[config.mk]
export PLATFORM = sky130hd
export DESIGN_NAME = mux4_rr_arbiter_flat
export DESIGN_NICKNAME = d
export VERILOG_FILES = /design/src/rtl/mux4_rr_arbiter_if.sv /design/src/rtl/mux4_rr_arbiter.sv /design/src/flat_wrapper.sv
export SDC_FILE = /design/constraint.sdc
export NUM_CORES = 1
export LEC_CHECK = 0
export BUFFER_PORTS_ARGS = -buffer_cell sky130_fd_sc_hd__buf_4
export CAP_MARGIN = 30
export CORE_AREA = 2 2 39 41
export DETAILED_ROUTE_END_ITERATION = 8
export DIE_AREA = 0 0 41 43
export GPL_TIMING_DRIVEN = 0
export PLACE_DENSITY = 0.87
export SYNTH_ARGS = -nofsm -noshare
export SYNTH_HDL_FRONTEND = slang
export SYNTH_SLANG_ARGS = --single-unit
[constraint.sdc]
create_clock -name clk -period 3.75 [get_ports clk]
set_clock_uncertainty 0.2 [all_clocks]
set_input_delay 0.75 -clock clk [delete_from_list [all_inputs] [get_ports clk]]
set_output_delay 0.75 -clock clk [all_outputs]
set_load 0.02 [all_outputs]
[src/rtl/mux4_rr_arbiter_if.sv]
// Handshake and select bundle between mux4_rr_arbiter, its four sources
// and the single consumer of the shared 32-bit bus.
//   master : the arbiter (drives sel/gnt/out_valid/xfer_done)
//   slave  : the environment (drives req/out_ready)
interface mux4_rr_arbiter_if;
  logic [3:0] req;        // request per source, bit i = mux input i
  logic       out_ready;  // consumer accepts the current word
  logic [1:0] sel;        // mux_4x1 select
  logic [3:0] gnt;        // one-hot grant, zero when idle
  logic       out_valid;  // shared-bus word valid
  logic       xfer_done;  // registered pulse after each accepted word

  modport master (
    input  req,
    input  out_ready,
    output sel,
    output gnt,
    output out_valid,
    output xfer_done
  );

  modport slave (
    output req,
    output out_ready,
    input  sel,
    input  gnt,
    input  out_valid,
    input  xfer_done
  );
endinterface

[src/rtl/mux4_rr_arbiter.sv]
// Round-robin scheduler for a shared 4:1 32-bit mux. Grants one of four
// requesters, drives the mux select and runs valid/ready toward the consumer.
// Re-arbitration happens on the same edge as a transfer or a withdraw, so
// back-to-back grants carry no idle bubble.
//
// Optional feature: define MUX_ARB_HOLD_EN to let a source keep the grant for
// up to MAX_HOLD consecutive transfers while it keeps requesting.
module mux4_rr_arbiter #(
  parameter int unsigned MAX_HOLD  = 4,
  parameter logic [1:0]  RESET_PTR = 2'd3
) (
  input  logic                clk,
  input  logic                reset,
  mux4_rr_arbiter_if.master   bus
);

  typedef enum logic [0:0] {StIdle, StGrant} state_e;

  state_e     state_q, state_d;
  logic [1:0] sel_q, sel_d;
  logic [1:0] last_q, last_d;
  logic [3:0] gnt_q, gnt_d;
  logic       xfer_done_q, xfer_done_d;

`ifdef MUX_ARB_HOLD_EN
  localparam logic [3:0] HoldLimit = 4'(MAX_HOLD - 1);
  logic [3:0] hold_cnt_q, hold_cnt_d;
`endif

  // MAX_HOLD must lie in 1..15; an out-of-range value leaves this scope visible
  // in the elaborated hierarchy.
  if (MAX_HOLD < 1 || MAX_HOLD > 15) begin : g_max_hold_out_of_range
  end

  logic       out_valid;
  logic       xfer;
  logic [1:0] search_ptr;
  logic [2:0] pick;       // {found, index}
  logic       rearb;

  // First set bit of r at or after ptr+1, wrapping mod 4; ptr itself is last.
  function automatic logic [2:0] rr_pick(input logic [3:0] r, input logic [1:0] ptr);
    logic [2:0] res;
    logic [1:0] idx;
    res = 3'b000;
    // Walk from farthest to nearest so the nearest hit is the one kept.
    for (int k = 4; k >= 1; k--) begin
      idx = ptr + k[1:0];
      if (r[idx]) res = {1'b1, idx};
    end
    return res;
  endfunction

  assign out_valid  = (state_q == StGrant) & bus.req[sel_q];
  assign xfer       = out_valid & bus.out_ready;
  // Idle searches after the last served source; a live grant searches after itself.
  assign search_ptr = (state_q == StIdle) ? last_q : sel_q;
  assign pick       = rr_pick(bus.req, search_ptr);

  // State register.
  always_ff @(posedge clk) begin
    if (reset) begin
      state_q <= StIdle;
    end else begin
      state_q <= state_d;
    end
  end

  // Next-state and next register values, including re-arbitration.
  always_comb begin
    state_d     = state_q;
    sel_d       = sel_q;
    gnt_d       = gnt_q;
    last_d      = last_q;
    xfer_done_d = 1'b0;
    rearb       = 1'b0;
`ifdef MUX_ARB_HOLD_EN
    hold_cnt_d  = hold_cnt_q;
`endif

    unique case (state_q)
      StIdle: begin
        if (pick[2]) rearb = 1'b1;
      end
      StGrant: begin
        if (xfer) begin
          xfer_done_d = 1'b1;
          last_d      = sel_q;
`ifdef MUX_ARB_HOLD_EN
          // A transfer implies req[sel] is still high, so only the budget matters.
          if (hold_cnt_q < HoldLimit) begin
            hold_cnt_d = hold_cnt_q + 4'd1;
          end else begin
            rearb = 1'b1;
          end
`else
          rearb = 1'b1;
`endif
        end else if (!bus.req[sel_q]) begin
          // Withdraw: treat the source as served and move on.
          last_d = sel_q;
          rearb  = 1'b1;
        end
      end
      default: ;
    endcase

    if (rearb) begin
`ifdef MUX_ARB_HOLD_EN
      hold_cnt_d = 4'd0;
`endif
      if (pick[2]) begin
        state_d = StGrant;
        sel_d   = pick[1:0];
        gnt_d   = 4'b0001 << pick[1:0];
      end else begin
        state_d = StIdle;
        gnt_d   = 4'b0000;
      end
    end
  end

  // Registered datapath: select, grant, pointer, done pulse, hold counter.
  always_ff @(posedge clk) begin
    if (reset) begin
      sel_q       <= 2'd0;
      gnt_q       <= 4'b0000;
      last_q      <= RESET_PTR;
      xfer_done_q <= 1'b0;
`ifdef MUX_ARB_HOLD_EN
      hold_cnt_q  <= 4'd0;
`endif
    end else begin
      sel_q       <= sel_d;
      gnt_q       <= gnt_d;
      last_q      <= last_d;
      xfer_done_q <= xfer_done_d;
`ifdef MUX_ARB_HOLD_EN
      hold_cnt_q  <= hold_cnt_d;
`endif
    end
  end

  // Outputs: all registered except out_valid.
  always_comb begin
    bus.sel       = sel_q;
    bus.gnt       = gnt_q;
    bus.xfer_done = xfer_done_q;
    bus.out_valid = out_valid;
  end

endmodule

[src/flat_wrapper.sv]
// flat-port wrapper written by rule: the top's interface ports become plain ports
module mux4_rr_arbiter_flat 
#(
  parameter int unsigned MAX_HOLD  = 4,
  parameter logic [1:0]  RESET_PTR = 2'd3
)
  (clk, reset, bus_req, bus_out_ready, bus_sel, bus_gnt, bus_out_valid, bus_xfer_done);
  mux4_rr_arbiter_if bus_i ();
  input  logic clk;
  input  logic reset;
  input wire logic [$bits(bus_i.req)-1:0] bus_req;
  input wire logic [$bits(bus_i.out_ready)-1:0] bus_out_ready;
  output wire logic [$bits(bus_i.sel)-1:0] bus_sel;
  output wire logic [$bits(bus_i.gnt)-1:0] bus_gnt;
  output wire logic [$bits(bus_i.out_valid)-1:0] bus_out_valid;
  output wire logic [$bits(bus_i.xfer_done)-1:0] bus_xfer_done;
  assign bus_i.req = bus_req;
  assign bus_i.out_ready = bus_out_ready;
  assign bus_sel = bus_i.sel;
  assign bus_gnt = bus_i.gnt;
  assign bus_out_valid = bus_i.out_valid;
  assign bus_xfer_done = bus_i.xfer_done;
  mux4_rr_arbiter #(.MAX_HOLD(MAX_HOLD), .RESET_PTR(RESET_PTR)) u_core (.clk(clk), .reset(reset), .bus(bus_i));
endmodule
Word level (Yosys, flattened, before mapping). Index checks and enable logic that the tools add are counted.

Multipliers: 0. Order comparisons: 5. Add/subtract/negate cells: 3. Reductions and logical operators: 3. Bitwise operators: 3. Muxes and demuxes: 23. Div/mod/pow operators: 0. Equality and inequality tests: 1. Shift-type cells: 1.

Operator list (number): $lt 2x3->1 const B (5); $mux 3 (4); $bmux 1 s2 (5); $mux 1 (9); $mux 2 (3); $add 2x2->2 const B (2); $mux 4 (1); $reduce_and 2->1 (2); $shl 1x2->4 const A (1); $add 2x1->2 const B (1); $and 1x1->1 (2); $ne 2x1->1 const B (1); $pmux 1 s2 (1); $reduce_or 2->1 (1); $not 1->1 (1).

Latch bits: 0. Memories: 0. Word-level logic and storage cells: 44. Input bits: 7. Output and inout bits: 8. Memory bits (writable): 0. Bits in read-only memories: 0. Register bits after elaboration: 10.

Depth between registers and ports, before layout.
Word-level depth: 10. Depth in mapped cells: 5. Depth with buffers taken out: 4.

Worst setup path after synthesis. Ideal clock, no wire load.

Path kind: input to output. Start: input bus_req[3]. End: output bus_out_valid. Stages: 3. Data required time: 2800 ps. Path buffers: 1. Path slack: 1183 ps. Arrival: 1617 ps. Path through: buf_2 > mux4_2 > and2_1.

Cells in the longest elaborated chain, start to end: 3.

Ends and longest elaborated chain: from (decl) (line flat_wrapper.sv:11) `input wire logic [$bits(bus_i.req)-1:0] bus_req;`; $bmux 1 s2 (line mux4_rr_arbiter.sv:54) `assign out_valid = (state_q == StGrant) & bus.req[sel_q];`; $mux 1 (not written as such) (line mux4_rr_arbiter.sv:54); $and 1x1->1 (line mux4_rr_arbiter.sv:54); to (decl) (line flat_wrapper.sv:15) `output wire logic [$bits(bus_i.out_valid)-1:0] bus_out_valid;`.

Every way passes these cells. The select of a mux whose other input is x is not followed.

Worst setup path in the final report. Ends and elaborated chain as after synthesis.

==> metrics <==
Final Power=between 0.3 and 0.4 mW; HPWL after DPL=approximately 1100 um; postcts setup bufs=0; DRT Pass-1 Iters=4; largest net degree at the start of global routing=11; Slew Viols, Final=0; initial antenna violation count=0; worst-path maximum fanout=9; CTS Root Buffer Type=clkbuf_4; synth unique cells=35; Worst setup EP type=primary output; CP cell instances=buf_2, mux4_2, and2_1, buf_4; CTS tree=built; dominant cell type by area after synthesis=dfxtp_1; Peak VDD IR=0.000268 V; drt total wl=between 1000 and 1500 um; Port Buffers=12; diode count=0; Critical Path RT=2800 ps; Critical Path Max Stage Delay=roughly 500 ps; share of cells above drive strength 1=roughly a third; placed cell area=between 700 and 800 sq um; arrival time of the worst setup path=1740 ps; post_cts resized=0; critical path type=input pin to primary output; top post-synthesis cells by area=dfxtp_1 30%, mux2_2 6.7%, mux2i_1 4.5%; die width=41 um; Post-Synthesis Cells=74; synth cell count leaders=10 x dfxtp_1, 6 x nor2_1, 4 x a21oi_1, 4 x mux2_2; first-pass GRT wire length=around 2300 um; Clock Latency Late Sink=about 270 ps; total die area=~0.0018 sq mm; combinational power share=35.9%; Mapped Nets=81; CTS sink cnt=10; cell area after layout=approximately 800 sq um; sequential share of power=40.5%; Metal-1 WL=approximately 620 um; CP top delay family=multiplexers; gr usage total=19.6%; Core ar.=0.00138 sq mm; Sum Neg Setup Slack=0 ps; Slew @ Worst Pin=535 ps; f_max=0.372 GHz; die height=43 um; Slowest cell on crit path=mux4_2; H-tree levels=1; met3 WL=about 100 um; vias in the first global route=roughly 580; vias per std cell=5.96; Avg Synthesized Cell Area=between 9 and 10 sq um; routed vias=626; DR top layer=met4; number of synthesized register bits=10; minimum clock period=2690 ps; P per Cell Area=384 mW/mm^2; Worst Setup Start Kind=input pin; Worst-path clk slew=60 ps; CTS Buf Count=3; gr ovfl total=0; cts hold-fix bufs=0; Yosys warning total=0; Clock Power Share=23.6%; initial DRC count=23; # IOs=15; switch share=32.5%; ANT nets after route=0; drt drc=0; Final Util=around three fifths; top-count cell post-synth=dfxtp_1; Rows=14; status=complete, no violations; Starting Density=48.5%; endpoints failing hold=0; Top FF cell, synth=dfxtp_1; RSZ-0062 raised after global routing=false; Routed WL per cell=13.9 um; CTS Buffer Depth=2; Final #Nets=98; routability cong.=0.854; synthesis-to-layout area growth=19.8%; leakage=0.326 nW; DR WL met2=726 um; Psw=about 0.1 mW; max cap viols=0; Finish-stage setup viols=0; Yosys top cell area share=29.9%; Internal Power=0.208 mW; register area share after synthesis=29.9%; Post-synth EDFFs=0; crit share post-route=71.7%; Mapped Area=between 600 and 700 sq um; normalized max-slew margin=approximately 64%; Buffers & Inverters on Critical Path=2; Async S/R FF share, synth=0%; worst min-delay path class=flip-flop to flip-flop
## through the flow
step | setup WS, ps | instances | hold WS (ps)
2_1_floorplan | 1180 | 74 | 349
3_3_place_gp | 1080 | 102 | 261
3_5_place_dp | 1060 | 102 | 260
4_1_cts | 1060 | 105 | 276
5_1_grt | 1030 | 105 | 304
6_report | 1060 | 105 | 272
## cells by family (layout without fill, tap and decap cells)
| family | after synthesis | count (layout) | share of synthesized area (%) |
|---|---|---|---|
| simple gates | 26 | 26 | 23.7 |
| compound gates | 21 | 21 | 24.6 |
| flops | 10 | 10 | 29.9 |
| buf+inv | 9 | 24 | 7.28 |
| mux | 8 | 8 | 14.6 |
## power groups by stage
| stage | clock network [mW] | registers (mW) | logic [mW] |
|---|---|---|---|
| CTS | 0.0759 | 0.125 | 0.111 |
| finish | 0.0727 | 0.125 | 0.111 |
| floorplan | 0 | 0.136 | 0.0693 |
| detailed placement | 0 | 0.128 | 0.111 |
| global placement | 0 | 0.127 | 0.108 |
| global route | 0.0812 | 0.126 | 0.120 |
## layout by cell type (no fill, tap or decap), types with 3 or more instances in the layout
| cell type | instances |
|---|---|
| inv_1 | 3 |
| clkbuf_4 | 3 |
| mux2_2 | 4 |
| nor3_1 | 3 |
| buf_2 | 3 |
| a211oi_1 | 3 |
| a21oi_1 | 4 |
| mux2i_1 | 3 |
| dfxtp_1 | 10 |
| buf_4 | 13 |
| nor2_1 | 6 |
## registers in the layout, indices dropped and copies added, names as in the netlist
name	count
u_core.bus.gnt	4
u_core.bus.sel	2
u_core.last_q	2
u_core.bus.xfer_done	1
u_core.state_q	1
## metal layers
metal	global-route usage (%)	up-vias
li1	-	308
met1	22.4	299
met2	30.6	17
met3	9.95	2
met4	6.00	0
met5	0	-
## final timing paths
| check | startpoint | to | slack (ps) | depth (start not counted) |
|---|---|---|---|---|
| min | u_core.bus.gnt[0]$_SDFFE_PP0P_ | u_core.bus.gnt[0]$_SDFFE_PP0P_ | 270 | 1 |
| max reg2reg | u_core.bus.sel[0]$_SDFFE_PP0P_ | u_core.last_q[0]$_SDFFE_PP1P_ | 1890 | 5 |
| min reg2reg | u_core.bus.gnt[0]$_SDFFE_PP0P_ | u_core.bus.gnt[0]$_SDFFE_PP0P_ | 270 | 1 |
| max | bus_req[3] | bus_out_valid | 1060 | 4 |
## worst register-to-register path, delay by kind of cell, from the launching register on
| family | cells | cell delay (ps) |
|---|---|---|
| simple gates | 1 | 70 |
| compound gates | 2 | 490 |
| mux | 1 | 510 |
| flops | 1 | 340 |
| buf+inv | 1 | 140 |
## final cells by class
cell class,instances,area [sq um]
Sequential cell,10,200
Buffer,6,37.5
Multi-Input combinational cell,55,422
Inverter,3,11.3
Fill cell,124,581
Clock buffer,3,22.5
Timing Repair Buffer,12,90.1
Tap cell,16,20.0
(Power assumes the default switching activity.)
